==> src/rtl/btn_input_pkg.sv <==
// Shared defaults and helpers for the push-button input path.
// Board-level values target the 12 MHz clock and pull-up wired buttons.
package btn_input_pkg;

    localparam int BTN_COUNT_DEF       = 5;
    localparam int DEBOUNCE_CYCLES_DEF = 120000;
    localparam bit ACTIVE_LOW_DEF      = 1'b1;

    typedef enum logic [1:0] {
        DB_AGREE,
        DB_COUNT,
        DB_FLIP
    } db_action_e;

    // A disagreement that has lasted DEBOUNCE_CYCLES-1 counted cycles flips the level.
    function automatic db_action_e db_action(input logic differs, input logic at_max);
        if (!differs) begin
            return DB_AGREE;
        end
        if (at_max) begin
            return DB_FLIP;
        end
        return DB_COUNT;
    endfunction

endpackage

==> src/rtl/btn_debounce.sv <==
// One button channel: polarity fix, two-flop synchronizer, stability counter,
// debounced level flop and a combinational press pulse aligned with the level update.
module btn_debounce
    import btn_input_pkg::*;
#(
    parameter int DEBOUNCE_CYCLES = DEBOUNCE_CYCLES_DEF,
    parameter bit ACTIVE_LOW      = ACTIVE_LOW_DEF
) (
    input  logic clk,
    input  logic rst_n,
    input  logic raw,
    output logic level,
    output logic press
);

    localparam int CNT_W = $clog2(DEBOUNCE_CYCLES);
    localparam logic [CNT_W-1:0] CNT_MAX = CNT_W'(DEBOUNCE_CYCLES - 1);

    logic             sync1_q, sync1_d;
    logic             sync2_q, sync2_d;
    logic             level_q, level_d;
    logic [CNT_W-1:0] cnt_q, cnt_d;
    db_action_e       action;

    always_comb begin
        sync1_d = raw ^ ACTIVE_LOW;
        sync2_d = sync1_q;
        level_d = level_q;
        cnt_d   = '0;
        press   = 1'b0;
        action  = db_action(sync2_q != level_q, cnt_q == CNT_MAX);
        case (action)
            DB_AGREE: cnt_d = '0;
            DB_COUNT: cnt_d = cnt_q + CNT_W'(1);
            DB_FLIP: begin
                level_d = sync2_q;
                // Pulse only on 0->1 so the event register sets on the same edge as the level.
                press   = sync2_q;
            end
            default: cnt_d = '0;
        endcase
    end

    always_ff @(posedge clk or negedge rst_n) begin
        if (!rst_n) begin
            sync1_q <= 1'b0;
            sync2_q <= 1'b0;
            level_q <= 1'b0;
            cnt_q   <= '0;
        end else begin
            sync1_q <= sync1_d;
            sync2_q <= sync2_d;
            level_q <= level_d;
            cnt_q   <= cnt_d;
        end
    end

    assign level = level_q;

endmodule

==> src/rtl/btn_input.sv <==
// BTN_COUNT debounced button channels plus sticky press flags that the CPU
// collects with a clear-on-read strobe.
module btn_input
    import btn_input_pkg::*;
#(
    parameter int BTN_COUNT       = BTN_COUNT_DEF,
    parameter int DEBOUNCE_CYCLES = DEBOUNCE_CYCLES_DEF,
    parameter bit ACTIVE_LOW      = ACTIVE_LOW_DEF
) (
    input  logic                 clk,
    input  logic                 rst_n,
    input  logic [BTN_COUNT-1:0] btn_raw,
    input  logic                 rd_en,
    output logic [BTN_COUNT-1:0] btn_level,
    output logic [BTN_COUNT-1:0] btn_event,
    output logic                 event_pending,
    output logic [BTN_COUNT-1:0] rd_data
);

    logic [BTN_COUNT-1:0] press;
    logic [BTN_COUNT-1:0] event_q, event_d;
    logic [BTN_COUNT-1:0] rd_data_q, rd_data_d;

    for (genvar i = 0; i < BTN_COUNT; i++) begin : g_btn
        btn_debounce #(
            .DEBOUNCE_CYCLES (DEBOUNCE_CYCLES),
            .ACTIVE_LOW      (ACTIVE_LOW)
        ) u_debounce (
            .clk   (clk),
            .rst_n (rst_n),
            .raw   (btn_raw[i]),
            .level (btn_level[i]),
            .press (press[i])
        );
    end

    // A press landing on the read edge is kept for the next read rather than folded into this one.
    always_comb begin
        event_d   = event_q | press;
        rd_data_d = rd_data_q;
        if (rd_en) begin
            rd_data_d = event_q;
            event_d   = press;
        end
    end

    always_ff @(posedge clk or negedge rst_n) begin
        if (!rst_n) begin
            event_q   <= '0;
            rd_data_q <= '0;
        end else begin
            event_q   <= event_d;
            rd_data_q <= rd_data_d;
        end
    end

    assign btn_event     = event_q;
    assign rd_data       = rd_data_q;
    assign event_pending = |event_q;

endmodule

==> config.mk <==
export PLATFORM = sky130hd
export DESIGN_NAME = btn_input
export DESIGN_NICKNAME = d
export VERILOG_FILES = /design/src/rtl/btn_input_pkg.sv /design/src/rtl/btn_debounce.sv /design/src/rtl/btn_input.sv
export SDC_FILE = /design/constraint.sdc
export NUM_CORES = 1
export LEC_CHECK = 0
export CAP_MARGIN = 20
export CORE_UTILIZATION = 54
export DETAILED_ROUTE_END_ITERATION = 12
export PLACE_DENSITY = 0.75
export SLEW_MARGIN = 25
export SYNTH_ARGS = -nofsm -noshare
export SYNTH_HDL_FRONTEND = slang
export SYNTH_HIERARCHICAL = 1
export SYNTH_SLANG_ARGS = --single-unit
==> constraint.sdc <==
create_clock -name clk -period 1.9 [get_ports clk]
set_input_delay 0.38 -clock clk [delete_from_list [all_inputs] [get_ports clk]]
set_output_delay 0.38 -clock clk [all_outputs]
set_load 0.02 [all_outputs]
After elaboration in Yosys (flattened, before gate mapping)
Cells that the tools add are included.

Add/sub/neg operators: 5. $mul: 0. Div/mod/pow operators: 0. Magnitude comparators: 0. Equal/unequal tests: 20. Shift operators: 0. Multiplexer cells: 41. Bitwise operators: 6. Reduce and logical (&&, ||, !) cells: 1.

Operators by type and width (number): 17-bit by 1-bit adder with 17-bit output (second input constant) (5); 17-bit equality test (second input constant) (5); 17-bit 2-to-1 mux (5); 2-bit 2-to-1 mux (20); 1-bit 2-to-1 mux (15); 2-bit by 1-bit equality test with 1-bit output (second input constant) (5); 2-bit equality test (second input constant) (5); 5-bit 2-to-1 mux (1); 1-bit inequality test (5); 1-bit inverter (5); 5-bit bitwise OR (1); 5-bit OR reduction (1).

Register bits: 110. Bits in latches: 0. RAM bits: 0. Bits in read-only memories: 0. Bits of input ports: 8. Logic and storage cells: 95. Memories: 0.

Logic depth before layout (Yosys ltp)
Gate-level depths: netlist of the first run.

Depth after elaboration: 9. Mapped depth: 5. Gate-level depth less buffers: 5.

Cells and area by module
The synthesis of the first run kept the hierarchy.

By module, submodules not included: btn_debounce (instances 5, cells each 90, area an instance 957.2 um^2); btn_input (instances 1, cells each 25, area an instance 390.4 um^2).

Worst setup path before layout of the first run
OpenSTA, ideal clock, no wires.

Path kind: register -> register. Start point: reg g_btn[0].u_debounce.cnt_q[7]. End point: reg g_btn[0].u_debounce.level_q. Setup time: 125 ps. Arrival time: 1683 ps. Setup slack: 92 ps. Stages on the path, launching flop included: 5. Path buffers: 0. Clock period less this slack: 1808 ps. Cell sequence: dfrtp_1 -> inv_2 -> or3_4 -> or4_4 -> mux2_4.

Word-level cells in the longest chain between the ends: 6. Elaborated cells between the ends (all ways): 7. Classes of those cells: eq/ne (2); mux (5).

RTL lines: start: declaration (RTL line btn_debounce.sv:22) `logic [CNT_W-1:0] cnt_q, cnt_d;`; start signal: assignment (RTL line btn_debounce.sv:54) `cnt_q <= cnt_d;`; 17-bit equality test * (RTL line btn_debounce.sv:31) `action = db_action(sync2_q != level_q, cnt_q == CNT_MAX);`; 1-bit 2-to-1 mux (2 in a row) (RTL line btn_input_pkg.sv:20) `if (at_max) begin`; 2-bit 2-to-1 mux * (RTL line btn_input_pkg.sv:23) `return DB_COUNT;`; 2-bit 2-to-1 mux * (RTL line btn_input_pkg.sv:20); 2-bit equality test * (RTL line btn_debounce.sv:32) `case (action)`; end signal: assignment (RTL line btn_debounce.sv:53) `level_q <= level_d;`; end: declaration (RTL line btn_debounce.sv:21) `logic level_q, level_d;`.

Mark *: on every way between the ends. The rest lies on a longest branch, timed or not. The select of a mux whose other input is x is not followed. A chain may end at the register's enable or synchronous reset.

Worst setup path in the final report of the first run
Start point: reg event_q[3] (netlist: btn_event[3]). End point: out btn_event[3].

RTL lines: start: declaration (RTL line btn_input.sv:21) `logic [BTN_COUNT-1:0] event_q, event_d;`; start signal: assignment (RTL line btn_input.sv:52) `event_q <= event_d;`; end: declaration (RTL line btn_input.sv:15) `output logic [BTN_COUNT-1:0] btn_event,`.

No word-level cell between the ends.

==> results of run 1 <==
cell usage in the layout (no fill, tap or decap), drive strengths merged:
| master | Yosys | layout |
|---|---|---|
| xor2 | 15 | 15 |
| dlygate4sd3 | 0 | 1 |
| clkinvlp | 0 | 1 |
| xnor2 | 65 | 65 |
| nor4 | 25 | 25 |
| dlygate4sd2 | 0 | 1 |
| ha | 5 | 5 |
| nand3 | 25 | 25 |
| or4 | 5 | 5 |
| or3 | 5 | 5 |
| o41ai | 5 | 5 |
| and3 | 10 | 10 |
| mux2 | 10 | 10 |
| nor4bb | 5 | 5 |
| buf | 6 | 48 |
| inv | 16 | 19 |
| nor3b | 5 | 5 |
| dfrtp | 110 | 110 |
| clkinv | 0 | 2 |
| clkbuf | 0 | 10 |
| nor3 | 21 | 21 |
| a21o | 5 | 5 |
| clkdlybuf4s50 | 0 | 14 |
| nand2 | 21 | 21 |
| dlymetal6s2s | 0 | 7 |
| nand3b | 5 | 5 |
| nor2 | 91 | 91 |
| nand4 | 20 | 20 |
cells by family after synthesis:
logic type      after synthesis  synth area share
fa+ha+maj                     5            0.0121
buf+inv                      22            0.0186
flops                       110             0.532
simple gates                238             0.239
mux                          10            0.0290
compound gates               10            0.0338
xor+xnor                     80             0.135
sequential cells by signal, summed over array words and instances (netlist names):
name and flops:
g_btn.u_debounce/level 5, g_btn.u_debounce/sync2_q 5, btn_event 5, g_btn.u_debounce/cnt_q 85, g_btn.u_debounce/sync1_q 5, rd_data 5
worst max-delay path by stage:
stage          cells past startpoint                         to  slack, ns
2_1_floorplan                      4  g_btn[0].u_debounce/level       0.09
3_3_place_gp                       4  g_btn[1].u_debounce/level       0.09
3_5_place_dp                       4  g_btn[1].u_debounce/level       0.03
4_1_cts                            4  g_btn[1].u_debounce/level       0.01
5_1_grt                            4  g_btn[0].u_debounce/level     -0.005
6_report                           1               btn_event[3]       0.07
area by class of cell:
type / instances / area [µm²] / area share
Multi-Input combinational cell: 343 / 2340 / 0.381
Clock inverter: 6 / 52.6 / 0.00857
Timing Repair Buffer: 71 / 644 / 0.105
Clock buffer: 10 / 128 / 0.0208
Sequential cell: 110 / 2750 / 0.449
Inverter: 16 / 60.1 / 0.00979
Tap cell: 129 / 161 / 0.0263
routing by layer:
layer | GRT usage | up-vias
li1 | - | 1794
met1 | 0.287 | 1831
met5 | 0 | -
met4 | 0.0577 | 0
met3 | 0.0557 | 8
met2 | 0.384 | 46
synth_stat cells, drive strengths merged:
library cell / count / area, µm²
dfrtp: 110 / 2750
nor2: 91 / 342
xnor2: 65 / 569
nand3: 25 / 125
nor4: 25 / 156
nand2: 21 / 78.8
nor3: 21 / 105
nand4: 20 / 125
inv: 16 / 60.1
xor2: 15 / 131
and3: 10 / 68.8
mux2: 10 / 150
buf: 6 / 36.3
a21o: 5 / 37.5
ha: 5 / 62.6
nand3b: 5 / 37.5
nor3b: 5 / 37.5
nor4bb: 5 / 50.1
o41ai: 5 / 138
or3: 5 / 56.3
or4: 5 / 56.3
power groups by stage:
stage	logic, W	registers, W	clock network [W]
finish	0.000193	0.00241	0.00130
global route	0.000220	0.00241	0.00145
CTS	0.000198	0.00241	0.00136
detailed placement	0.000196	0.00245	0
global placement	0.000189	0.00245	0
floorplan	0.0000882	0.00244	0
what timing repair did:
item | in CTS | in global routing
setup endpoints to repair | 1 | 15
pin swaps | 0 | 6
gates resized for setup | 1 | 9
setup buffers | 0 | 3
hold buffers | 1 | 0
endpoints found under the hold margin | 33 | 0
through the flow:
step	total power (W)	area, µm²	instances
finish	0.00390	6130	685
global route	0.00409	6130	685
CTS	0.00396	6090	682
detailed placement	0.00265	5900	665
global placement	0.00264	5900	665
floorplan	0.00253	5180	475
==> results.rst, run 1 <==
.. list-table::
   :header-rows: 1

   * - Metric
     - Value
   * - Sequence of cells on the critical path
     - clkdlybuf4s50_1
   * - Proportion of power drawn by combinational gates
     - 0.049
   * - Antenna-violating nets left
     - 0
   * - Effective utilization at floorplan
     - 0.558
   * - Final setup slack of the worst path
     - 0.0676 ns
   * - End point of the most critical hold path
     - g_btn[3].u_debounce/sync2_q
   * - Master of the slowest instance on the critical path
     - sky130_fd_sc_hd__clkdlybuf4s50_1
   * - Share of total power consumed by net switching
     - 0.242
   * - Clk sinks
     - 110
   * - Total routing resource utilization after global routing
     - 0.224
   * - Data arrival at the endpoint of the critical path
     - 1.45 ns
   * - Post-Syn Area
     - 5180 µm²
   * - IO Port Bufs
     - 23
   * - Number of antenna violations at the first check in global routing
     - 0
   * - Worst slack at placement
     - 0.0279 ns
   * - Max cap viols
     - 0
   * - Wire length of the first global-routing pass
     - 17,500 µm
   * - N_diodes
     - 0
   * - Detailed-route DRC error count
     - 0
   * - Number of stages on the worst hold path
     - 0
   * - Cells after synthesis
     - 475
   * - Setup Total Neg Slack
     - 0 ns
   * - Flip-flop and latch count after synthesis
     - 110
   * - Critical path start-end classification
     - flip-flop to output pin
   * - Number of buffers added by the clock tree synthesis step
     - 9
   * - Via count of the first global-routing pass
     - 3,761
   * - Layout fillers
     - 731
   * - Worst IR drop on VDD
     - 526 µV
   * - Worst relative slew slack
     - 0.675
   * - Die area
     - 9980 µm²
   * - I/O pin cnt
     - 24
   * - Worst setup path startpoint
     - btn_event[3]
   * - Share of final-layout standard cells stronger than drive strength 1
     - 0.182
   * - Leak pwr
     - 2.77 nW
   * - Highest Signal Layer
     - met4
   * - Path depth of the worst reg2reg path
     - 4
   * - Number of nets at the end of the flow
     - 564
   * - Clock-pin slew on the worst setup and hold paths
     - 0.10 ns
   * - Residual overflow from global routing
     - 0
   * - Buffers & Inverters on Critical Path
     - 1
   * - Clock root buffer
     - sky130_fd_sc_hd__clkbuf_8
   * - Switching Power
     - 0.000946 W
   * - Reg2reg start
     - g_btn[1].u_debounce/cnt_q[13]
   * - Average instance area after synthesis
     - 10.9 µm²
   * - M1 wire length
     - 4500 µm
   * - Wire per inst
     - 14.4 µm
   * - Transition at the pin with the smallest max-transition slack
     - 0.488 ns
   * - PD cells
     - 636 nW/µm²
   * - H-tree depth reported by CTS
     - 3
   * - Endpoint type of the worst setup path
     - output pin
   * - Status
     - finished clean
   * - Peak Freq
     - 546 MHz
   * - Seq/Total Area, Yosys
     - 0.532
   * - Fin crit share
     - 0.964
   * - Internal power
     - 0.00296 W
   * - Detailed Place HPWL
     - 7200 µm
   * - Unrepaired setup endpoints after global routing
     - yes
   * - Finish-stage setup viols
     - 0
   * - Die span in x
     - 99.9 µm
   * - Endpoint required time on the critical path
     - 1.52 ns
   * - Drt first-iter violations
     - 124
   * - Met3 wire len
     - 322 µm
   * - Maximum fanout encountered on the critical timing path
     - 4
   * - Register share of total power
     - 0.617
   * - Number of library cell types mapped by synthesis
     - 24
   * - Final Wtd Congestion
     - 0.822
   * - Worst reg2reg endpoint
     - g_btn[1].u_debounce/level
   * - Latest clock arrival within the worst-skew pair
     - 0.38 ns
   * - Area inside the core boundary
     - 9280 µm²
   * - Post-Synthesis Net Count
     - 488
   * - Number of slew-limit violations in the final report
     - 0
   * - Vias per Instance
     - 5.37
   * - Wire length on met2
     - 4950 µm
   * - CTS tree
     - done
   * - HP Class
     - flip-flop to flip-flop
   * - Layout area overhead
     - 18.5%
   * - Routed vias
     - 3,679
   * - Site row count
     - 35
   * - Period minus WS final
     - 1.83 ns
   * - Warning count from the yosys run
     - 6
   * - First-pass iteration count of the detailed router
     - 4
   * - CP top delay family
     - buffers and inverters
   * - Launch instance of the worst min-delay path
     - g_btn[3].u_debounce/sync1_q
   * - Routed wire length
     - 9900 µm
   * - Clock Skew
     - 0.0176 ns
   * - Share of power burned in the clock network
     - 0.334
   * - WHS
     - 0.356 ns
   * - Count of final hold-check violations
     - 0
   * - Buffers from clock root to sink, at most
     - 2
   * - Vertical die dimension
     - 99.9 µm
   * - Maximum number of pins on one net before global-route repair
     - 38
   * - Final core utilization
     - 0.661
   * - Startpoint type of the worst setup path
     - flip-flop
   * - Worst-case register-to-register setup slack
     - 0.08 ns
   * - Biggest cell delay along the critical path
     - 0.64 ns
(Power assumes the default switching activity.)
==> run 2, diff against run 1 <==
- CTS_CLUSTER_SIZE: not set -> 12
- PLACE_DENSITY: 0.75 -> 0.79
- REMOVE_ABC_BUFFERS: not set -> 1
==> run 2 against run 1 <==
  * The flow now finishes with violations (negative setup slack)
  * Register-to-register slack got worse by 0.08 ns
  * Sequential power about the same
  * Routed wire length is 2.1% higher
  * Worst hold slack lost 0.0088 ns
  * Core utilization grew 0.094 points
  * Die area is the same
  * Setup slack lost 0.070 ns
  * Sequential share of layout area fell by 0.064 points
  * Via count shrank 0.19%
  * Non-clock buffer count unchanged
==> results.rst, run 2 (synthesized netlist as in run 1, its figures left out) <==
.. list-table::
   :header-rows: 1

   * - Metric
     - Value
   * - Buffers from clock root to sink, at most
     - 2 (unchanged)
   * - Period minus WS final
     - 1.90 ns (was 1.83 ns)
   * - Peak Freq
     - 526 MHz (was 546 MHz)
   * - Register share of total power
     - 0.598 (was 0.617)
   * - HP Class
     - input port to async pin (was flip-flop to flip-flop)
   * - Share of power burned in the clock network
     - 0.355 (was 0.334)
   * - Detailed-route DRC error count
     - 0 (unchanged)
   * - Status
     - finished, violations left (was finished clean)
   * - Commonest cells after routing, fill and taps aside
     - 110 x sky130_fd_sc_hd__dfrtp_1, 91 x sky130_fd_sc_hd__nor2_1, 65 x sky130_fd_sc_hd__xnor2_1 (unchanged)
   * - Die area
     - 9980 µm² (unchanged)
   * - Fin crit share
     - 1.00 (was 0.964)
   * - Overall power after layout
     - 0.00403 W (was 0.00390 W)
   * - Area inside the core boundary
     - 9280 µm² (unchanged)
   * - Startpoint type of the worst setup path
     - flip-flop (unchanged)
   * - Vias per Instance
     - 5.36 (was 5.37)
   * - Vertical die dimension
     - 99.9 µm (unchanged)
   * - Switching Power
     - 0.000945 W (was 0.000946 W)
   * - Unrepaired setup endpoints after global routing
     - yes (unchanged)
   * - Register bank with the most flops
     - g_btn.u_debounce/cnt_q (unchanged)
   * - Final setup slack of the worst path
     - -0.00191 ns (was 0.0676 ns)
   * - CTS tree
     - done (unchanged)
   * - Maximum fanout encountered on the critical timing path
     - 3 (was 4)
   * - Data arrival at the endpoint of the critical path
     - 2.16 ns (was 1.45 ns)
   * - Clock Skew
     - 0.0139 ns (was 0.0176 ns)
   * - Master of the slowest instance on the critical path
     - sky130_fd_sc_hd__or4_4 (was sky130_fd_sc_hd__clkdlybuf4s50_1)
   * - Leading cell type in the layout, fill and taps excluded
     - sky130_fd_sc_hd__dfrtp_1 (unchanged)
   * - H-tree depth reported by CTS
     - 3 (unchanged)
   * - Clk sinks
     - 110 (unchanged)
   * - Number of antenna violations at the first check in global routing
     - 0 (unchanged)
   * - Worst slack at placement
     - 0.0292 ns (was 0.0279 ns)
   * - Number of slew-limit violations in the final report
     - 0 (unchanged)
   * - Worst relative slew slack
     - 0.726 (was 0.675)
   * - N_diodes
     - 0 (unchanged)
   * - Number of buffers added by the clock tree synthesis step
     - 9 (unchanged)
   * - Worst IR drop on VDD
     - 638 µV (was 526 µV)
   * - Layout area overhead
     - 18.7% (was 18.5%)
   * - Detailed Place HPWL
     - 7210 µm (was 7200 µm)
   * - Internal power
     - 0.00308 W (was 0.00296 W)
   * - Wire per inst
     - 14.8 µm (was 14.4 µm)
   * - Max reg flops
     - 85 (unchanged)
   * - Failing checks
     - negative setup slack
   * - Leak pwr
     - 2.75 nW (was 2.77 nW)
   * - Effective utilization at floorplan
     - 0.558 (unchanged)
   * - Routed wire length
     - 10,100 µm (was 9900 µm)
   * - Count of final hold-check violations
     - 0 (unchanged)
   * - Wire length of the first global-routing pass
     - 17,300 µm (was 17,500 µm)
   * - Die span in x
     - 99.9 µm (unchanged)
   * - Latest clock arrival within the worst-skew pair
     - 0.38 ns (about the same)
   * - Drt first-iter violations
     - 120 (was 124)
   * - Share of final-layout standard cells stronger than drive strength 1
     - 0.183 (was 0.182)
   * - Max cap viols
     - 0 (unchanged)
   * - Final Wtd Congestion
     - 0.819 (was 0.822)
   * - Antenna-violating nets left
     - 0 (unchanged)
   * - Site row count
     - 35 (unchanged)
   * - Clock root buffer
     - sky130_fd_sc_hd__clkbuf_8 (unchanged)
   * - Number of nets at the end of the flow
     - 564 (unchanged)
   * - Sequence of cells on the critical path
     - nor4bb_1 -> nand3b_1 -> or4_4 -> mux2_4 (was clkdlybuf4s50_1)
   * - Total routing resource utilization after global routing
     - 0.220 (was 0.224)
   * - Proportion of power drawn by combinational gates
     - 0.047 (was 0.049)
   * - Share of total power consumed by net switching
     - 0.235 (was 0.242)
   * - Clock-pin slew on the worst setup and hold paths
     - 0.10 ns (about the same)
   * - PD cells
     - 655 nW/µm² (was 636 nW/µm²)
   * - Biggest cell delay along the critical path
     - 0.58 ns (was 0.64 ns)
   * - Routed vias
     - 3,672 (was 3,679)
   * - IO Port Bufs
     - 23 (unchanged)
   * - Via count of the first global-routing pass
     - 3,740 (was 3,761)
   * - Endpoint required time on the critical path
     - 2.16 ns (was 1.52 ns)
   * - Residual overflow from global routing
     - 0 (unchanged)
   * - Critical path start-end classification
     - flip-flop to flip-flop (was flip-flop to output pin)
   * - Finish-stage setup viols
     - 1 (was 0)
   * - Transition at the pin with the smallest max-transition slack
     - 0.409 ns (was 0.488 ns)
   * - Endpoint type of the worst setup path
     - flip-flop (was output pin)
   * - First-pass iteration count of the detailed router
     - 4 (unchanged)
   * - I/O pin cnt
     - 24 (unchanged)
   * - Maximum number of pins on one net before global-route repair
     - 62 (was 38)
run 2: cell types whose count changed in the layout (fill, tap and decap cells not counted), moves of 2 or more:
cell	before	now
sky130_fd_sc_hd__nor3b_1	5	3
sky130_fd_sc_hd__dlymetal6s2s_1	7	5
sky130_fd_sc_hd__clkinv_4	1	3
sky130_fd_sc_hd__nor3b_2	0	2
sky130_fd_sc_hd__clkdlybuf4s50_1	14	16
run 2: worst paths after layout:
check / start / to / slack, ns / cells after the start
max: g_btn[4].u_debounce/cnt_q[11] / g_btn[4].u_debounce/level / -0.002 / 4
min: rst_n / g_btn[2].u_debounce/cnt_q[10] / 0.35 / 2
max reg2reg: g_btn[4].u_debounce/cnt_q[11] / g_btn[4].u_debounce/level / -0.002 / 4
min reg2reg: g_btn[0].u_debounce/sync1_q / g_btn[0].u_debounce/sync2_q / 0.36 / 0
max in group asynchronous: rst_n / btn_event[4] / 1.05 / 3
min in group clk: g_btn[0].u_debounce/sync1_q / g_btn[0].u_debounce/sync2_q / 0.36 / 0
run 2: critical path: cells and delay by family, from the launching register on:
kind | cells | cell delay, ns
and+or+nand+nor | 3 | 1.09
DFF | 1 | 0.39
muxes | 1 | 0.31
run 2: power groups by stage:
stage | Combinational [W] | Sequential, W | Clock [W]
2_1_floorplan | 0.0000794 | 0.00244 | 0
3_3_place_gp | 0.000187 | 0.00245 | 0
3_5_place_dp | 0.000191 | 0.00245 | 0
4_1_cts | 0.000195 | 0.00241 | 0.00148
5_1_grt | 0.000216 | 0.00241 | 0.00156
6_report | 0.000191 | 0.00241 | 0.00143
run 2: layer usage:
| layer | wire, µm | track usage | vias to the layer above | share of wire |
|---|---|---|---|---|
| met5 | 0 | 0 | - | 0 |
| met4 | 68 | 0.0588 | 0 | 0.0067 |
| met3 | 377 | 0.0557 | 6 | 0.037 |
| met2 | 4940 | 0.361 | 56 | 0.49 |
| met1 | 4730 | 0.293 | 1820 | 0.47 |
| li1 | - | - | 1790 | - |
run 2: stage by stage:
stage          utilization  TNS (ns)  instance area, µm²  std cells  hold slack, ns
2_1_floorplan            -         0                5140        469          0.0844
3_3_place_gp         0.634         0                5880        665           0.186
3_5_place_dp         0.634         0                5880        665           0.186
4_1_cts              0.657         0                6100        682           0.329
5_1_grt              0.662   -0.0799                6140        685           0.332
6_report             0.662  -0.00191                6140        685           0.347
run 2: layout make-up:
class	count	area, µm²
clock buffer	9	124
clock inverter	7	81.3
fill	717	3140
inverter	16	60.1
multi-input combinational	343	2340
sequential	110	2750
tap	129	161
timing repair buffer	71	627
run 2: what timing repair did:
| item | 4_1_cts | 5_1_grt |
|---|---|---|
| pin swaps | 0 | 3 |
| gates resized for setup | 1 | 7 |
| setup endpoints to repair | 1 | 11 |
| setup buffers | 0 | 3 |
| endpoints found under the hold margin | 3 | 0 |
| hold buffers | 1 | 0 |
==> run 3, diff against run 2 <==
- ABC_CLOCK_PERIOD_IN_PS: not set -> 1900
==> results of run 3 <==
Same layout as run 2: the final DEF is identical, and so are final timing and power.
